File: config.mk
export PLATFORM = sky130hd
export DESIGN_NAME = flow_sequencer
export DESIGN_NICKNAME = d
export VERILOG_FILES = /design/src/rtl/flow_sequencer.sv
export SDC_FILE = /design/constraint.sdc
export NUM_CORES = 1
export LEC_CHECK = 0
export CORE_MARGIN = 10
export CORE_UTILIZATION = 35
export CTS_BUF_LIST = sky130_fd_sc_hd__clkbuf_2 sky130_fd_sc_hd__clkbuf_4 sky130_fd_sc_hd__clkbuf_8
export DETAILED_ROUTE_END_ITERATION = 10
export PLACE_DENSITY = 0.72
export SYNTH_ARGS = -nofsm -noshare
export SYNTH_HDL_FRONTEND = slang
export SYNTH_SLANG_ARGS = --single-unit
export TNS_END_PERCENT = 20
File: constraint.sdc
create_clock -name clock -period 2.7 [get_ports clock]
set_input_delay 0.81 -clock clock [delete_from_list [all_inputs] [get_ports clock]]
set_output_delay 0.81 -clock clock [all_outputs]
set_load 0.1 [all_outputs]
File: src/rtl/flow_sequencer.sv
// Program-flow controller: owns PC, {T,C,S,Z} status and trap state; sequences fetch/decode.
// Latency: 2 cycles per op with immediate fetch_ack (FETCH, DECODE); trap entry adds 1 cycle.
// Backpressure: holds FETCH until fetch_ack; op_ready drops while alu_trap is high; HALT stalls forever.
module flow_sequencer #(
    parameter int                ADDR_W      = 20,
    parameter logic [ADDR_W-1:0] RESET_PC    = '0,
    parameter logic [ADDR_W-1:0] TRAP_VECTOR = ADDR_W'('h10)
) (
    input  logic              clock,
    input  logic              reset,
    output logic              fetch_req,
    input  logic              fetch_ack,
    output logic [ADDR_W-1:0] pc,
    input  logic              op_valid,
    output logic              op_ready,
    input  logic [3:0]        op_code,
    input  logic [ADDR_W-1:0] rel_addr,
    input  logic              alu_flags_valid,
    input  logic [2:0]        alu_flags,
    input  logic              alu_trap,
    input  logic [ADDR_W-1:0] gp_in,
    output logic [ADDR_W-1:0] gp_out,
    output logic              gp_we,
    output logic [3:0]        status,
    output logic [ADDR_W-1:0] saved_pc,
    output logic              halted
);

    localparam logic [3:0] OP_NOP   = 4'd0;
    localparam logic [3:0] OP_JMP   = 4'd1;
    localparam logic [3:0] OP_JMPZ  = 4'd2;
    localparam logic [3:0] OP_JMPS  = 4'd3;
    localparam logic [3:0] OP_JMPZS = 4'd4;
    localparam logic [3:0] OP_RTT   = 4'd6;
    localparam logic [3:0] OP_LSTAT = 4'd7;
    localparam logic [3:0] OP_XSTAT = 4'd8;

    typedef enum logic [1:0] {
        S_FETCH  = 2'd0,
        S_DECODE = 2'd1,
        S_TRAP   = 2'd2,
        S_HALT   = 2'd3
    } state_t;

    state_t            state, state_nxt;
    logic [ADDR_W-1:0] pc_q, pc_nxt;
    logic [3:0]        status_q, status_nxt;
    logic [ADDR_W-1:0] saved_q, saved_nxt;
    logic [ADDR_W-1:0] gp_out_q, gp_out_nxt;
    logic              gp_we_q, gp_we_nxt;
    logic              halted_q, halted_nxt;
    logic              fetch_req_c, op_ready_c;
    logic              xstat_hit;
    logic [ADDR_W-1:0] pc_inc, pc_rel, status_ext;
    logic              flag_z, flag_s, flag_t;

    // Upper GP bits never reach the status register.
    logic gp_in_unused;
    assign gp_in_unused = ^gp_in[ADDR_W-1:4];

    assign pc_inc     = pc_q + ADDR_W'(1);
    assign pc_rel     = pc_q + rel_addr;
    assign status_ext = {{(ADDR_W-4){1'b0}}, status_q};
    assign flag_z     = status_q[0];
    assign flag_s     = status_q[1];
    assign flag_t     = status_q[3];

    // State register; reset aborts any in-flight op and returns to FETCH.
    always_ff @(posedge clock) begin
        if (reset) begin
            state <= S_FETCH;
        end else begin
            state <= state_nxt;
        end
    end

    // Architectural registers: PC, status, trap return address, GP write port, halt flag.
    always_ff @(posedge clock) begin
        if (reset) begin
            pc_q     <= RESET_PC;
            status_q <= 4'h0;
            saved_q  <= '0;
            gp_out_q <= '0;
            gp_we_q  <= 1'b0;
            halted_q <= 1'b0;
        end else begin
            pc_q     <= pc_nxt;
            status_q <= status_nxt;
            saved_q  <= saved_nxt;
            gp_out_q <= gp_out_nxt;
            gp_we_q  <= gp_we_nxt;
            halted_q <= halted_nxt;
        end
    end

    // Next-state and op execution; jump conditions read the registered flags, so a
    // same-cycle ALU flag update never affects the branch being retired.
    always_comb begin
        state_nxt   = state;
        pc_nxt      = pc_q;
        status_nxt  = status_q;
        saved_nxt   = saved_q;
        gp_out_nxt  = gp_out_q;
        gp_we_nxt   = 1'b0;
        halted_nxt  = halted_q;
        fetch_req_c = 1'b0;
        op_ready_c  = 1'b0;
        xstat_hit   = 1'b0;

        case (state)
            S_FETCH: begin
                fetch_req_c = 1'b1;
                if (fetch_ack) begin
                    state_nxt = S_DECODE;
                end
            end
            S_DECODE: begin
                op_ready_c = !alu_trap;
                if (alu_trap) begin
                    // ALU exception pre-empts the presented op; PC still points at it.
                    state_nxt = S_TRAP;
                end else if (op_valid) begin
                    state_nxt = S_FETCH;
                    pc_nxt    = pc_inc;
                    case (op_code)
                        OP_NOP: begin
                        end
                        OP_JMP: begin
                            pc_nxt = pc_rel;
                        end
                        OP_JMPZ: begin
                            if (flag_z) pc_nxt = pc_rel;
                        end
                        OP_JMPS: begin
                            if (flag_s) pc_nxt = pc_rel;
                        end
                        OP_JMPZS: begin
                            if (flag_z || flag_s) pc_nxt = pc_rel;
                        end
                        OP_RTT: begin
                            if (flag_t) begin
                                pc_nxt        = saved_q;
                                status_nxt[3] = 1'b0;
                            end else begin
                                state_nxt = S_TRAP;
                                pc_nxt    = pc_q;
                            end
                        end
                        OP_LSTAT: begin
                            gp_out_nxt = status_ext;
                            gp_we_nxt  = 1'b1;
                        end
                        OP_XSTAT: begin
                            xstat_hit       = 1'b1;
                            gp_out_nxt      = status_ext;
                            gp_we_nxt       = 1'b1;
                            status_nxt[2:0] = gp_in[2:0];
                            // T is only writable from inside a trap handler.
                            if (flag_t) status_nxt[3] = gp_in[3];
                        end
                        default: begin
                            // TRAP op and all illegal encodings.
                            state_nxt = S_TRAP;
                            pc_nxt    = pc_q;
                        end
                    endcase
                end
            end
            S_TRAP: begin
                if (!flag_t) begin
                    saved_nxt     = pc_inc;
                    pc_nxt        = TRAP_VECTOR;
                    status_nxt[3] = 1'b1;
                    state_nxt     = S_FETCH;
                end else begin
                    halted_nxt = 1'b1;
                    state_nxt  = S_HALT;
                end
            end
            default: begin
                // S_HALT: everything frozen until reset.
            end
        endcase

        // ALU flags land in any live state; XSTAT owns the flag bits when both collide.
        if (alu_flags_valid && state != S_HALT && !xstat_hit) begin
            status_nxt[2:0] = alu_flags;
        end
    end

    assign fetch_req = fetch_req_c & ~reset;
    assign op_ready  = op_ready_c & ~reset;
    assign pc        = pc_q;
    assign status    = status_q;
    assign saved_pc  = saved_q;
    assign gp_out    = gp_out_q;
    assign gp_we     = gp_we_q;
    assign halted    = halted_q;

endmodule

==> results.py, run 1 <==
metrics = {
    "min_path": {
        "hold_end": "saved_pc[1]$_SDFFE_PP0P_",
        "min_from": "saved_pc[1]$_SDFFE_PP0P_",
        "holdPathStages": 2,
        "hold_path_class": "reg -> reg",
    },
    "yosys": {
        "syn-instance-count": 529,
        "synth_edf_count": 0,
        "synth_cell_types": 76,
        "synth_top_cells_by_count": "nor2_1, dfxtp_1, nand2_1",
        "synth_most_common_cell": "nor2_1",
        "synthArstFlopShare_pct": 0,
        "yosysTopAreaCell": "dfxtp_1",
        "synth_warnings": 0,
        "syn_avg_cell_area_sq_um": 7.98,
        "seq_area_frac_synth_pct": 24.6,
        "synth_ff_type": "dfxtp_1",
        "synth_seq_cells": 52,
        "synth_area_leaders": "dfxtp_1, ha_1, nor2_1",
        "synth.top_cell.area_share_pct": 24.6,
        "synth_area_sq_um": 4220,
    },
    "worst_setup_path": {
        "startpoint_type": "input port",
        "critical_path_arrival_ns": 2.90,
        "critPathRequiredTime_ns": 2.95,
        "timing.rr.start": "state[0]$_SDFFE_PP0P_",
        "r2r_end": "pc[12]$_SDFFE_PP0P_",
        "ff2ff_path_depth": 9,
        "r2r_slack_ns": 0.35,
        "crit_type": "in -> reg",
        "critPathCaptureType": "flip-flop",
        "cp_max_fo": 6,
    },
    "sta": {
        "finClkSkew_ns": 0.00639,
        "slew_viol_final": 0,
        "fin_crit_sh_pct": 98.0,
        "hold_viol": 0,
        "final-setup-viol-count": 0,
        "fmax_mhz": 378,
        "finalCriticalPeriod_ns": 2.65,
        "relSlewSlack_pct": 61.9,
        "worst_pin_slew_ns": 0.566,
        "rsz0062_at_grt": "yes",
    },
    "cts": {
        "cts_buffer_depth": 2,
        "cts_hold_buf": 0,
        "cts_tree": "done",
        "cts_made_buffers": 5,
        "clkSlewWorstSetupHoldPaths_ns": 0.10,
        "ctsRootBufferMaster": "clkbuf_8",
        "htreeDepth": 2,
        "cts_sinks": 52,
        "clk_latency_ns": 0.31,
    },
    "pwr": {
        "p_leak_nw": 2.39,
        "irDropWorstVdd_uv": 217,
        "power_density_nw_per_um2": 438,
    },
    "grt": {
        "grt_pass1_wl_microns": 22200,
        "grt_pass1_vias": 4494,
        "antenna_found_initial": 0,
        "grt_usage_pct": 15.8,
        "overflow": 0,
        "grt_max_degree": 36,
    },
    "route": {
        "vias": 4443,
        "post_drt_wl_per_cell_microns": 16.7,
        "drt_iter0_markers": 253,
        "ant_nets": 0,
        "wl_microns": 13800,
        "viasPerCell": 5.41,
        "drc": 0,
        "firstDrtPassIters": 4,
    },
    "final_layout": {
        "layout.nets": 752,
        "antennaDiodeCount": 0,
        "stdcell_area_sq_um": 5860,
        "final_cells": 822,
        "area_delta_synth_final_pct": 38.7,
        "layout-drive-gt1-share_pct": 26.4,
    },
    "place": {
        "placed_cells": 811,
        "portBuffers": 88,
        "gp_congestion": 0.896,
        "placed_area_sq_um": 5580,
        "place_hpwl_microns": 11100,
    },
    "floorplan": {
        "coreArea_sq_um": 11900,
        "die_area_sq_um": 16900,
        "die_h_microns": 130,
        "boundaryPins": 121,
        "die_w_microns": 130,
        "rows": 40,
        "initial_core_util_pct": 35.5,
    },
    "job": {
        "cap_violations": 0,
    },
    "outcome": {
        "status": "complete, no violations",
    },
}
-- cell families after synthesis --
| group | synth area share [%] |
|---|---|
| AND/OR/NAND/NOR | 23.2 |
| adder cells (fa/ha/maj) | 7.58 |
| other | 0.0888 |
| buffers and inverters | 8.53 |
| AO/OA/AOI/OAI | 26.9 |
| multiplexers | 2.84 |
| flip-flops | 24.6 |
| XOR/XNOR | 6.22 |
-- sequential cells by signal, indices dropped and copies added (netlist names) --
register / count
state: 2
status: 4
halted: 1
pc: 20
gp_out: 4
gp_we: 1
saved_pc: 20
-- what timing repair did --
action,4_1_cts,5_1_grt
pin swaps,7,6
setup buffers,2,1
resized for setup,13,11
endpoints found under the setup margin,11,10
-- metal layers --
layer | global-route usage, % | part of all wire [%] | vias to the layer above
met5 | 0 | 0 | -
met4 | 3.04 | 1.0 | 0
met3 | 3.16 | 6.3 | 15
met2 | 28.0 | 49 | 125
met1 | 19.4 | 44 | 2092
li1 | - | - | 2211
-- placed cells by master, fill, tap and decap left out, types with 13 or more instances in the layout --
master / count
clkdlybuf4s50_1: 30
a211oi_1: 22
a21oi_1: 33
conb_1: 16
nand2_1: 41
ha_1: 18
inv_1: 13
nor2_1: 57
dfxtp_1: 52
xnor2_1: 20
o21ai_0: 21
buf_4: 132
-- worst max-delay path by stage --
stage / cells past startpoint / endpoint / slack, ns / start
2_1_floorplan: 7 / pc[14]$_SDFFE_PP0P_ / -0.18 / pc[5]$_SDFFE_PP0P_
4_1_cts: 11 / pc[12]$_SDFFE_PP0P_ / 0.0002 / rel_addr[0]
3_3_place_gp: 11 / pc[12]$_SDFFE_PP0P_ / -0.56 / rel_addr[0]
6_report: 10 / pc[19]$_SDFFE_PP0P_ / 0.05 / rel_addr[5]
5_1_grt: 11 / pc[8]$_SDFFE_PP0P_ / -0.03 / rel_addr[0]
3_5_place_dp: 11 / pc[12]$_SDFFE_PP0P_ / -0.56 / rel_addr[0]
-- critical path, stage by stage --
cell and delay [ns]:
clkdlybuf4s50_1 0.40, ha_1 0.33, buf_4 0.16, nand2_1 0.06
nor2_1 0.13, a211oi_2 0.08, buf_4 0.16, a211o_1 0.32
a2111oi_4 0.29, nand3b_1 0.14
-- final cells by class --
| cell class | count | area [sq um] |
|---|---|---|
| Tap cell | 147 | 184 |
| Clock inverter | 2 | 38.8 |
| Inverter | 13 | 48.8 |
| Multi-Input combinational cell | 429 | 3020 |
| Sequential cell | 52 | 1040 |
| Timing Repair Buffer | 173 | 1440 |
| Fill cell | 1125 | 6050 |
| Clock buffer | 6 | 82.6 |
-- stage by stage --
stage	util [%]	worst slack (ns)	power (mW)	hold WS, ns	TNS, ns
6_report	49.2	0.0549	2.57	0.495	0
5_1_grt	49.2	-0.0345	2.69	0.540	-0.117
4_1_cts	48.4	0.000165	2.57	0.494	0
3_5_place_dp	46.8	-0.564	1.98	0.481	-6.76
3_3_place_gp	46.8	-0.561	1.96	0.453	-5.97
2_1_floorplan	-	-0.184	1.67	0.483	-0.964
-- power breakdown --
group	switching (mW)	internal [mW]
sequential	0.0513	0.812
clock	0.277	0.304
combinational	0.748	0.375
total	1.08	1.49
No activity file was read; power rests on OpenSTA's default activity.
==> run 2: changes to the inputs <==
--- a/config.mk
+++ b/config.mk
@@ -10,6 +10,7 @@
 export CTS_BUF_LIST = sky130_fd_sc_hd__clkbuf_2 sky130_fd_sc_hd__clkbuf_4 sky130_fd_sc_hd__clkbuf_8
 export DETAILED_ROUTE_END_ITERATION = 10
 export PLACE_DENSITY = 0.72
+export REMOVE_ABC_BUFFERS = 1
 export SYNTH_ARGS = -nofsm -noshare
 export SYNTH_HDL_FRONTEND = slang
 export SYNTH_SLANG_ARGS = --single-unit
==> constraint.sdc (replaced) <==
create_clock -name clock -period 2.7 [get_ports clock]
set_input_delay 0.81 -clock clock [delete_from_list [all_inputs] [get_ports clock]]
set_output_delay 0.81 -clock clock [all_outputs]
set_load 0.005 [all_outputs]
==> run 2 against run 1 <==
Net effect:
- global-route usage decreased by 0.21 points
- flip-flop and latch count unchanged
- critical path depth decreased by 1
- non-clock buffer count decreased by 3
==> results.py, run 2 (synthesis results as in run 1) <==
metrics = {
    "place": {
        "dp_slack_ns": -0.584,
        "place_hpwl_microns": 10800,
        "gp_congestion": 0.905,
        "portBuffers": 88,
    },
    "sta": {
        "worst_pin_slew_ns": 0.500,
        "fmax_mhz": 383,
        "final-setup-viol-count": 0,
        "slew_viol_final": 0,
        "hold_viol": 0,
        "relSlewSlack_pct": 66.4,
        "finalCriticalPeriod_ns": 2.61,
        "fin_crit_sh_pct": 96.8,
        "finClkSkew_ns": 0.0121,
        "setup_ws_ns": 0.0872,
        "rsz0062_at_grt": "no",
    },
    "job": {
        "cap_violations": 0,
    },
    "floorplan": {
        "coreArea_sq_um": 11900,
        "initial_core_util_pct": 35.5,
        "die_area_sq_um": 16900,
        "rows": 40,
        "die_w_microns": 130,
        "die_h_microns": 130,
        "boundaryPins": 121,
    },
    "final_layout": {
        "layout.nets": 749,
        "area_delta_synth_final_pct": 41.5,
        "layout-drive-gt1-share_pct": 18.8,
        "mostFrequentLayoutCells": "buf_4, clkdlybuf4s50_1, nor2_1, dfxtp_1, nand2_1",
        "fillCellCount": 1134,
        "antennaDiodeCount": 0,
        "final_common_cell": "buf_4",
    },
    "worst_setup_path": {
        "critical_path_arrival_ns": 2.87,
        "r2r_slack_ns": 0.36,
        "critPathCaptureType": "flip-flop",
        "ff2ff_path_depth": 8,
        "cp_max_fo": 6,
        "critPathRequiredTime_ns": 2.96,
        "crit_type": "in -> reg",
        "startpoint_type": "input port",
    },
    "route": {
        "viasPerCell": 5.43,
        "wl_microns": 13800,
        "drc": 0,
        "post_drt_wl_per_cell_microns": 16.8,
        "ant_nets": 0,
        "firstDrtPassIters": 4,
        "vias": 4450,
        "drt_iter0_markers": 260,
    },
    "cts": {
        "cts_tree": "done",
        "ctsRootBufferMaster": "clkbuf_8",
        "htreeDepth": 2,
        "cts_made_buffers": 5,
        "clkSlewWorstSetupHoldPaths_ns": 0.09,
        "cts_buffer_depth": 2,
        "clk_latency_ns": 0.32,
        "cts_sinks": 52,
    },
    "grt": {
        "grt_pass1_vias": 4440,
        "grt_usage_pct": 15.6,
        "grt_pass1_wl_microns": 21700,
        "overflow": 0,
        "antenna_found_initial": 0,
        "grt_max_degree": 36,
    },
    "min_path": {
        "hold_path_class": "reg -> reg",
        "holdPathStages": 2,
    },
    "pwr": {
        "irDropWorstVdd_uv": 242,
        "internal_power_mw": 1.40,
        "p_leak_nw": 2.29,
        "p_switching_mw": 0.694,
        "power_frac_comb_pct": 34.9,
        "power_mw": 2.09,
        "power_density_nw_per_um2": 350,
        "swShare_pct": 33.2,
        "pwr-share-clk_pct": 23.7,
        "power_frac_seq_pct": 41.4,
    },
    "outcome": {
        "status": "complete, no violations",
    },
}
run 2: changes by cell type in the layout (fill, tap and decap cells not counted), moves of 2 or more:
cell | previous run | this run
clkinvlp_4 | 0 | 2
buf_4 | 132 | 78
ha_4 | 5 | 9
clkdlybuf4s50_1 | 30 | 77
ha_1 | 18 | 14
dlymetal6s2s_1 | 1 | 6
o21ai_1 | 7 | 9
run 2: layer usage:
metal | track usage (%) | vias to the layer above | share of wire [%]
li1 | - | 2202 | -
met5 | 0 | - | 0
met2 | 27.2 | 133 | 50
met3 | 2.68 | 12 | 5.3
met1 | 19.0 | 2103 | 43
met4 | 5.16 | 0 | 1.4
run 2: final cells by class:
cell class              count  area, sq um  share of cell area [%]
clock buffers               6         82.6                    1.38
clock inverters             2         15.0                   0.251
inverters                  13         48.8                   0.817
multi-input cells         429         3060                    51.2
flip-flops and latches     52         1040                    17.4
well taps                 147          184                    3.08
repair buffers            170         1540                    25.8
run 2: worst paths after layout:
| kind | to | from |
|---|---|---|
| setup / recovery | pc[19]$_SDFFE_PP0P_ | rel_addr[8] |
| hold / removal | halted$_SDFFE_PP0P_ | halted$_SDFFE_PP0P_ |
| setup reg to reg | pc[19]$_SDFFE_PP0P_ | pc[1]$_SDFFE_PP0P_ |
| hold reg to reg | halted$_SDFFE_PP0P_ | halted$_SDFFE_PP0P_ |
run 2: metrics by stage:
stage | TNS [ns] | instance area [sq um] | hold WS [ns] | std cells | utilization [%]
2_1_floorplan | -0.0490 | 3970 | 0.459 | 494 | -
3_3_place_gp | -6.32 | 5640 | 0.463 | 805 | 47.4
3_5_place_dp | -7.17 | 5640 | 0.473 | 805 | 47.4
4_1_cts | -0.109 | 5810 | 0.495 | 815 | 48.8
5_1_grt | 0 | 5980 | 0.508 | 819 | 50.2
6_report | 0 | 5980 | 0.485 | 819 | 50.2
run 2: critical path, cell delays in order:
cell and delay, ns:
clkdlybuf4s50_1 0.44, ha_4 0.29, nand4_1 0.11, nor2_1 0.15, a211oi_2 0.08, buf_4 0.16
a211o_1 0.35, a2111oi_4 0.35, nand3b_1 0.14
run 2: timing repair:
item,in CTS,in global routing
setup buffers,2,4
pin swaps,8,12
gates cloned,0,0
endpoints found under the setup margin,12,12
resized for setup,15,21
hold buffers,0,0
run 2: power by group through the flow:
stage / logic (mW) / clock network [mW] / registers (mW)
after CTS: 0.708 / 0.504 / 0.864
after global routing: 0.801 / 0.529 / 0.872
final: 0.729 / 0.496 / 0.866
after detailed placement: 0.699 / 0 / 0.880
after global placement: 0.682 / 0 / 0.877
after floorplan: 0.349 / 0 / 0.872
